### src/rtl/gpu_host_mem_port.sv
// Host-bridge strobe capture, host/aux arbitration and in-order read return
// for GPU RAM port B.
module gpu_host_mem_port #(
    parameter int unsigned ADDR_W      = 20,
    parameter int unsigned RAM_WORDS   = 65536,
    parameter int unsigned RAM_LATENCY = 2
) (
    input  logic              GPU_CLK,
    input  logic              reset,
    input  logic              host_wr_ena,
    input  logic              host_rd_req,
    input  logic [ADDR_W-1:0] host_addr,
    input  logic [7:0]        host_wdata,
    output logic [7:0]        host_rData,
    output logic              host_rd_rdy,
    output logic              host_ovr,
    input  logic              aux_req,
    input  logic              aux_wr,
    input  logic [ADDR_W-1:0] aux_addr,
    input  logic [7:0]        aux_wdata,
    output logic              aux_gnt,
    output logic [7:0]        aux_rData,
    output logic              aux_rd_rdy,
    output logic [ADDR_W-1:0] ram_addr,
    output logic              ram_wena,
    output logic [7:0]        ram_wdata,
    input  logic [7:0]        ram_rdata
);

    typedef enum logic {
        OWN_HOST = 1'b0,
        OWN_AUX  = 1'b1
    } owner_e;

    typedef struct packed {
        logic   valid;
        owner_e owner;
        logic   oob;
    } tag_t;

    localparam logic [ADDR_W:0] RAM_LIMIT = (ADDR_W+1)'(RAM_WORDS);

    logic              wr_prev;
    logic              rd_prev;
    logic              wr_rise;
    logic              rd_rise;
    logic              capture;

    logic              pend_valid;
    logic              pend_wr;
    logic [ADDR_W-1:0] pend_addr;
    logic [7:0]        pend_wdata;

    logic              host_issue;
    logic              issue;
    logic              iss_wr;
    logic [ADDR_W-1:0] iss_addr;
    logic [7:0]        iss_wdata;
    owner_e            iss_owner;
    logic              iss_oob;
    tag_t              new_tag;

    tag_t              tag_pipe [RAM_LATENCY];
    tag_t              tag_out;
    logic [7:0]        ret_data;

    // A capture on the same edge as a pending issue replaces it: the old
    // request is dropped, never issued, so only the newest one reaches RAM.
    always_comb begin
        wr_rise    = host_wr_ena & ~wr_prev;
        rd_rise    = host_rd_req & ~rd_prev;
        capture    = wr_rise | rd_rise;
        aux_gnt    = aux_req & ~pend_valid;
        host_issue = pend_valid & ~capture;
        issue      = host_issue | aux_gnt;

        iss_wr    = aux_wr;
        iss_addr  = aux_addr;
        iss_wdata = aux_wdata;
        iss_owner = OWN_AUX;
        if (host_issue) begin
            iss_wr    = pend_wr;
            iss_addr  = pend_addr;
            iss_wdata = pend_wdata;
            iss_owner = OWN_HOST;
        end
        iss_oob = ({1'b0, iss_addr} >= RAM_LIMIT);

        new_tag.valid = issue & ~iss_wr;
        new_tag.owner = iss_owner;
        new_tag.oob   = iss_oob;

        ret_data = tag_out.oob ? 8'hFF : ram_rdata;
    end

    // Edge detectors reset high so a strobe held through reset is not an edge.
    always_ff @(posedge GPU_CLK or posedge reset) begin
        if (reset) begin
            wr_prev    <= 1'b1;
            rd_prev    <= 1'b1;
            pend_valid <= 1'b0;
            pend_wr    <= 1'b0;
            pend_addr  <= '0;
            pend_wdata <= '0;
            host_ovr   <= 1'b0;
        end else begin
            wr_prev  <= host_wr_ena;
            rd_prev  <= host_rd_req;
            host_ovr <= capture & pend_valid;
            if (capture) begin
                pend_valid <= 1'b1;
                pend_wr    <= wr_rise;
                pend_addr  <= host_addr;
                pend_wdata <= host_wdata;
            end else if (host_issue) begin
                pend_valid <= 1'b0;
            end
        end
    end

    always_ff @(posedge GPU_CLK or posedge reset) begin
        if (reset) begin
            ram_addr  <= '0;
            ram_wena  <= 1'b0;
            ram_wdata <= '0;
        end else begin
            ram_wena <= issue & iss_wr & ~iss_oob;
            if (issue) begin
                ram_addr  <= iss_addr;
                ram_wdata <= iss_wdata;
            end
        end
    end

    // Tag leaves the pipe one edge before ram_rdata is sampled for return.
    always_ff @(posedge GPU_CLK or posedge reset) begin
        if (reset) begin
            for (int unsigned i = 0; i < RAM_LATENCY; i++) begin
                tag_pipe[i] <= '0;
            end
            tag_out <= '0;
        end else begin
            tag_pipe[0] <= new_tag;
            for (int unsigned i = 1; i < RAM_LATENCY; i++) begin
                tag_pipe[i] <= tag_pipe[i-1];
            end
            tag_out <= tag_pipe[RAM_LATENCY-1];
        end
    end

    always_ff @(posedge GPU_CLK or posedge reset) begin
        if (reset) begin
            host_rData  <= '0;
            host_rd_rdy <= 1'b0;
            aux_rData   <= '0;
            aux_rd_rdy  <= 1'b0;
        end else begin
            host_rd_rdy <= tag_out.valid && (tag_out.owner == OWN_HOST);
            aux_rd_rdy  <= tag_out.valid && (tag_out.owner == OWN_AUX);
            if (tag_out.valid) begin
                if (tag_out.owner == OWN_HOST) begin
                    host_rData <= ret_data;
                end else begin
                    aux_rData <= ret_data;
                end
            end
        end
    end

endmodule

### config.mk
export PLATFORM = sky130hd
export DESIGN_NAME = gpu_host_mem_port
export DESIGN_NICKNAME = d
export VERILOG_FILES = /design/src/rtl/gpu_host_mem_port.sv
export SDC_FILE = /design/constraint.sdc
export NUM_CORES = 1
export LEC_CHECK = 0
export BUFFER_PORTS_ARGS = -buffer_cell sky130_fd_sc_hd__buf_2
export CAP_MARGIN = 20
export CORE_UTILIZATION = 45
export DETAILED_ROUTE_END_ITERATION = 10
export GPL_ROUTABILITY_DRIVEN = 1
export HOLD_SLACK_MARGIN = 0.05
export PLACE_DENSITY = 0.82
export SLEW_MARGIN = 20
export SYNTH_ARGS = -nofsm -noshare
export SYNTH_HDL_FRONTEND = slang
export SYNTH_SLANG_ARGS = --single-unit
### constraint.sdc
create_clock -name GPU_CLK -period 3.5 [get_ports GPU_CLK]
set_input_delay 0.35 -clock GPU_CLK [delete_from_list [all_inputs] [get_ports GPU_CLK]]
set_output_delay 0.35 -clock GPU_CLK [all_outputs]
set_load 0.005 [all_outputs]
# --- After elaboration in Yosys (flattened, before gate mapping) ---
# Index checks and enable logic that the tools add are counted.
op_classes:
  muxes: 7
  bitwise_logic: 17
  eq_ne: 0
  div: 0
  multipliers: 0
  n_shift: 0
  n_addsub: 0
  n_lt_le_gt_ge: 1
  n_reduce_logical: 5
op_table:
  columns: ["cell", "count"]
  rows:
  - ["greater-or-equal comparator 20 x 17 -> 1 bit (second input constant)", 1]
  - ["two-way mux 20 bit", 1]
  - ["two-way mux 8 bit", 2]
  - ["bitwise AND 1 bit", 8]
  - ["NOT 1 bit", 7]
  - ["two-way mux 1 bit", 4]
  - ["AND reduction 2 bit", 2]
  - ["logical AND 1 bit", 2]
  - ["bitwise OR 1 bit", 2]
  - ["nonzero test 2 bit", 1]
word_totals:
  inputBits: 70
  regBits: 89
  latch_bits: 0
  ramBits: 0
  romBits: 0
  elab_cells: 53
  n_memories: 0

# --- Depth between registers and ports, before layout ---
logic_depth:
  ltp_word: 9
  ltp_mapped: 6
  depth_no_buf: 4

# --- Least setup slack after synthesis ---
# No wires, ideal clock.
synth_path:
  kind: "reg2reg"
  from: "register wr_prev"
  to: "register pend_addr[0]"
  setup_ns: 0.127
  stages_incl_launch_ff: 7
  path_buffers: 3
  t_arrival_ns: 1.420
  path_slack_ns: 1.952
  synth_period_minus_slack_ns: 1.548
  path_cell_list: "dfstp_2 > nand2b_1 > buf_2 > nand2_1 > buf_2 > buf_6 > mux2_1"
synth_between:
  elab_chain_cells: 3
synth_lines:
  columns: ["item", "line", "text"]
  rows:
  - ["from (decl)", "43", "logic wr_prev;"]
  - ["from (signal assigned)", "107", "wr_prev <= host_wr_ena;"]
  - ["NOT 1 bit", "70", "wr_rise = host_wr_ena & ~wr_prev;"]
  - ["bitwise AND 1 bit", "70", null]
  - ["bitwise OR 1 bit", "72", "capture = wr_rise | rd_rise;"]
  - ["to (signal assigned)", "113", "pend_addr <= host_addr;"]
  - ["to (decl)", "51", "logic [ADDR_W-1:0] pend_addr;"]
# Every way passes these cells.
# A chain may end at the register's enable or synchronous reset.

# --- Worst setup path after layout ---
layout_path:
  from: "register pend_valid"
  to: "output aux_gnt"
layout_between:
  elab_chain_cells: 2
layout_lines:
  columns: ["item", "line", "text"]
  rows:
  - ["from (decl)", "49", "logic pend_valid;"]
  - ["from (signal assigned)", "101", "pend_valid <= 1'b0;"]
  - ["from (signal assigned)", "111", "pend_valid <= 1'b1;"]
  - ["from (signal assigned)", "116", "pend_valid <= 1'b0;"]
  - ["NOT 1 bit", "73", "aux_gnt = aux_req & ~pend_valid;"]
  - ["bitwise AND 1 bit", "73", null]
  - ["to (decl)", "21", "output logic aux_gnt,"]
# Every way passes these cells.

==> results list <==
* Number of inserted filler cells in the final layout: 641
- During I/O placement, the number of pins put on the boundary was 119.
- Vias in the first global route: 2638
- Counting every sink on the clock net gives 89.
- Synth Net Count: 344
- Summed over all nets, the half-perimeter wirelength after detailed placement is 5.56 mm.
- In the final layout, the share of cells above drive strength 1 is 0.419.
- Number of design rule violations left after detail routing: 0
* Number of placement rows: 31
- Count of final hold-check violations: 0
* Fin worst setup slack: 1.28 ns
- The flow ran to the end, and the final reports show no timing, DRC or antenna violations.
- Core area: 7410 µm²
* Syn Area/Cell: 12.8 µm²
* CTS root buffer: sky130_fd_sc_hd__clkbuf_8
- Once detail routing completed, the nets flagged for antenna violations numbered 0.
* Library cell occupying the most area in the post-synthesis netlist: sky130_fd_sc_hd__dfrtp_1
- The multi-input combinational cells in the finished layout cover a total of 1130 µm².
* Synth top area share: 0.621
* Final worst clock skew: 0.0131 ns
* Maximum number of pins on one net before global-route repair: 37
- For this run, global-route usage on met1 was measured as 0.263.
- The initial utilization of the core area, before any placement, comes to 0.473.
* Busiest metal layer after global routing: met2
* Overall fraction of global-route tracks in use: 0.200
- Global placement routability congestion: 0.797
- The critical path in this run is classified as reg2out.
* Proportion of register bits with asynchronous set or reset after synthesis: 1.00
* Area of the mapped netlist: 3510 µm²
- Maximum fanout count along the critical path: 25
- In the global route stage, met2 resource usage came out at 0.323.
* Final setup violation count: 0
* Count of placed standard cells in the final layout, fillers left out: 495
* Met3 layer usage reported by global route: 0.0614
- Clock tree from TritonCTS: built
* Chip height: 90.3 µm
- Series of cell instances along the critical path: nand2b_1 > inv_4 > buf_2
* Largest buffer count on any clock path: 2
- Crit path DAT: 1.87 ns
* Cells after Synth: 274
- The die covers 8150 µm².
- Counting flops and latches in the post-synthesis netlist gives 89.
- Period utilisation layout: 0.635
- Power spread over the standard cell area amounts to 557 nW/µm².
- Measured slew at the worst slew-check pin: 0.810 ns
* Detailed-route vias per instance: 5.12
* Crit end category: output port
* Worst-case headroom to the max-slew limit: 0.459
- For the worst setup path, the data required time is 3.15 ns.
- The slowest stage of the critical path is the sky130_fd_sc_hd__dfrtp_1 cell.
- Dominant cells by area after synthesis: sky130_fd_sc_hd__dfrtp_1 (62%), sky130_fd_sc_hd__mux2_2 (6.1%), sky130_fd_sc_hd__a221o_1 (4.3%)
- The routed design has 7.62 mm of wire.
- Setup total negative slack on the finished layout was measured at 0 ns.
* Iteration-0 DRC count of the detailed router: 97
* Wire length of the first global-routing pass: 12.7 mm
* Global route overflow: 0
* Cell total after placement: 478
* Die Width: 90.3 µm
- The first detailed-routing pass took 4 iterations.
* Critical Path Start Type: flop
* Total vias in the final route: 2536
- In this design, the stage delay of the slowest critical-path cell is 0.56 ns.
- The final max-slew violation count was 0.
- Sequential Area: 2230 µm²
* Number of nets in the final layout: 461
- Yosys warning total: 0
- The synthesized netlist contains 30 unique library cells.
* Number of flops mapped to enable cells by yosys: 0
- Setup repair after global routing left no endpoint under its margin.
- In this run the static leakage power is 2.08 nW.
* Port Buffers: 118
* Worst slack at placement: 1.34 ns
* # Post-CTS Setup Buffers: 0
- Clock latency on the worst-skew pair: 0.35 ns
* Register clock-pin slew on the reported worst setup and hold paths: 0.09 ns
* Sequential share of the synthesized area: 0.636
* Area overhead of the layout relative to synthesis: 25.2%
- Antenna violations before repair: 1
* Worst vdd rail ir drop: 0.000206 V
- TritonCTS created 9 clock buffers.
* Class of the most critical hold timing path: in2reg
* Routed WL per cell: 15.4 µm
- Max H-tree Level: 3
- Max capacitance violation total: 0
* F_max: 450 MHz
- In the synthesized netlist the dominant register cell turns out to be sky130_fd_sc_hd__dfrtp_1.
- Counting I/O delays and the setup requirement, the final critical path takes 2.22 ns.
- 0 antenna diodes ended up in the layout.
[worst max-delay path, delay by kind of cell, from the launching register on]
family,cells,cell delay (ns)
buffers and inverters,2,0.54
AND/OR/NAND/NOR,1,0.42
flip-flops,1,0.56
[through the flow]
step / total power (W) / instance area, µm² / hold slack (ns) / util
after global placement: 0.00168 / 4150 / 0.333 / 0.561
after floorplan: 0.00150 / 3510 / 0.331 / -
after detailed placement: 0.00170 / 4150 / 0.336 / 0.561
final: 0.00245 / 4390 / 0.113 / 0.593
after global routing: 0.00258 / 4390 / 0.0886 / 0.593
after CTS: 0.00248 / 4390 / 0.0958 / 0.593
[kinds of logic (layout without fill, tap and decap cells)]
group	count (synthesis)	after routing	share of synthesized area
compound gates	52	52	0.103
buf+inv	28	150	0.0450
flops	89	89	0.636
mux	38	38	0.118
simple gates	67	67	0.0988
[layout by cell type (no fill, tap or decap), drive strengths merged]
cell type	Yosys	routed
a31oi	1	1
a221oi	2	2
dlygate4sd3	0	1
clkbuf	7	10
clkinv	0	3
nor4	2	2
buf	12	124
nor3	1	1
mux2i	12	12
dfstp	2	2
o21ai	24	24
a221o	15	15
nand3	1	1
a21oi	9	9
o22ai	1	1
mux2	26	26
dfrtp	87	87
and2	16	16
nand4	11	11
nand2b	4	4
nand2	12	12
bufinv	0	2
clkinvlp	0	1
nor2	18	18
nor2b	2	2
inv	9	9
[synthesized netlist by cell type, types with 4 or more instances]
library cell and instances:
sky130_fd_sc_hd__mux2_1 7, sky130_fd_sc_hd__a21oi_1 9, sky130_fd_sc_hd__mux2i_1 12, sky130_fd_sc_hd__a221o_1 15, sky130_fd_sc_hd__clkbuf_1 7, sky130_fd_sc_hd__buf_6 5
sky130_fd_sc_hd__nand4_1 11, sky130_fd_sc_hd__nand2b_1 4, sky130_fd_sc_hd__nand2_1 12, sky130_fd_sc_hd__and2_0 15, sky130_fd_sc_hd__dfrtp_1 87, sky130_fd_sc_hd__nor2_1 18
sky130_fd_sc_hd__mux2_2 19, sky130_fd_sc_hd__o21ai_0 23, sky130_fd_sc_hd__inv_1 7, sky130_fd_sc_hd__buf_2 4
[final timing paths]
kind	startpoint	to	slack (ns)	cells after the start
max	pend_valid	aux_gnt	1.28	3
min	host_rd_req	rd_prev	0.11	1
max reg2reg	wr_prev	pend_addr[1]	1.31	5
min reg2reg	tag_pipe[5]	tag_pipe[2]	0.35	0
max in group asynchronous	reset	rd_prev	2.14	4
min in group asynchronous	reset	ram_addr[5]	0.54	3
[state kept, by name, indices dropped and copies added (netlist names)]
register / count
rd_prev: 1
ram_addr: 20
pend_addr: 20
ram_wdata: 8
aux_rd_rdy: 1
pend_wdata: 8
pend_wr: 1
host_rData: 8
wr_prev: 1
aux_rData: 8
host_rd_rdy: 1
tag_out: 3
ram_wena: 1
pend_valid: 1
tag_pipe: 6
host_ovr: 1
[routing by layer]
layer / vias to the layer above / part of all wire / routed length (µm)
met5: - / 0.0016 / 12
met3: 10 / 0.063 / 479
met1: 1229 / 0.44 / 3340
li1: 1192 / - / -
met4: 2 / 0.011 / 85
met2: 103 / 0.49 / 3700
[where the power goes]
group / leakage, nW / internal, W / total, W / switching [W]
sequential: 1.02 / 0.00118 / 0.00127 / 0.0000886
combinational: 0.947 / 0.000207 / 0.000398 / 0.000191
clock: 0.113 / 0.000424 / 0.000776 / 0.000352
total: 2.08 / 0.00181 / 0.00245 / 0.000632
[timing repair]
item,in CTS,in global routing
resized for setup,0,0
hold buffers,1,0
hold endpoints to repair,24,0
[layout make-up]
| cell class | instances | area share |
|---|---|---|
| inverter | 9 | 0.00855 |
| clock inverter | 6 | 0.0205 |
| sequential | 89 | 0.508 |
| timing repair buffer | 125 | 0.147 |
| tap | 99 | 0.0282 |
| multi-input combinational | 157 | 0.256 |
| clock buffer | 10 | 0.0313 |
Note: power is estimated with default switching activity, not from simulation.
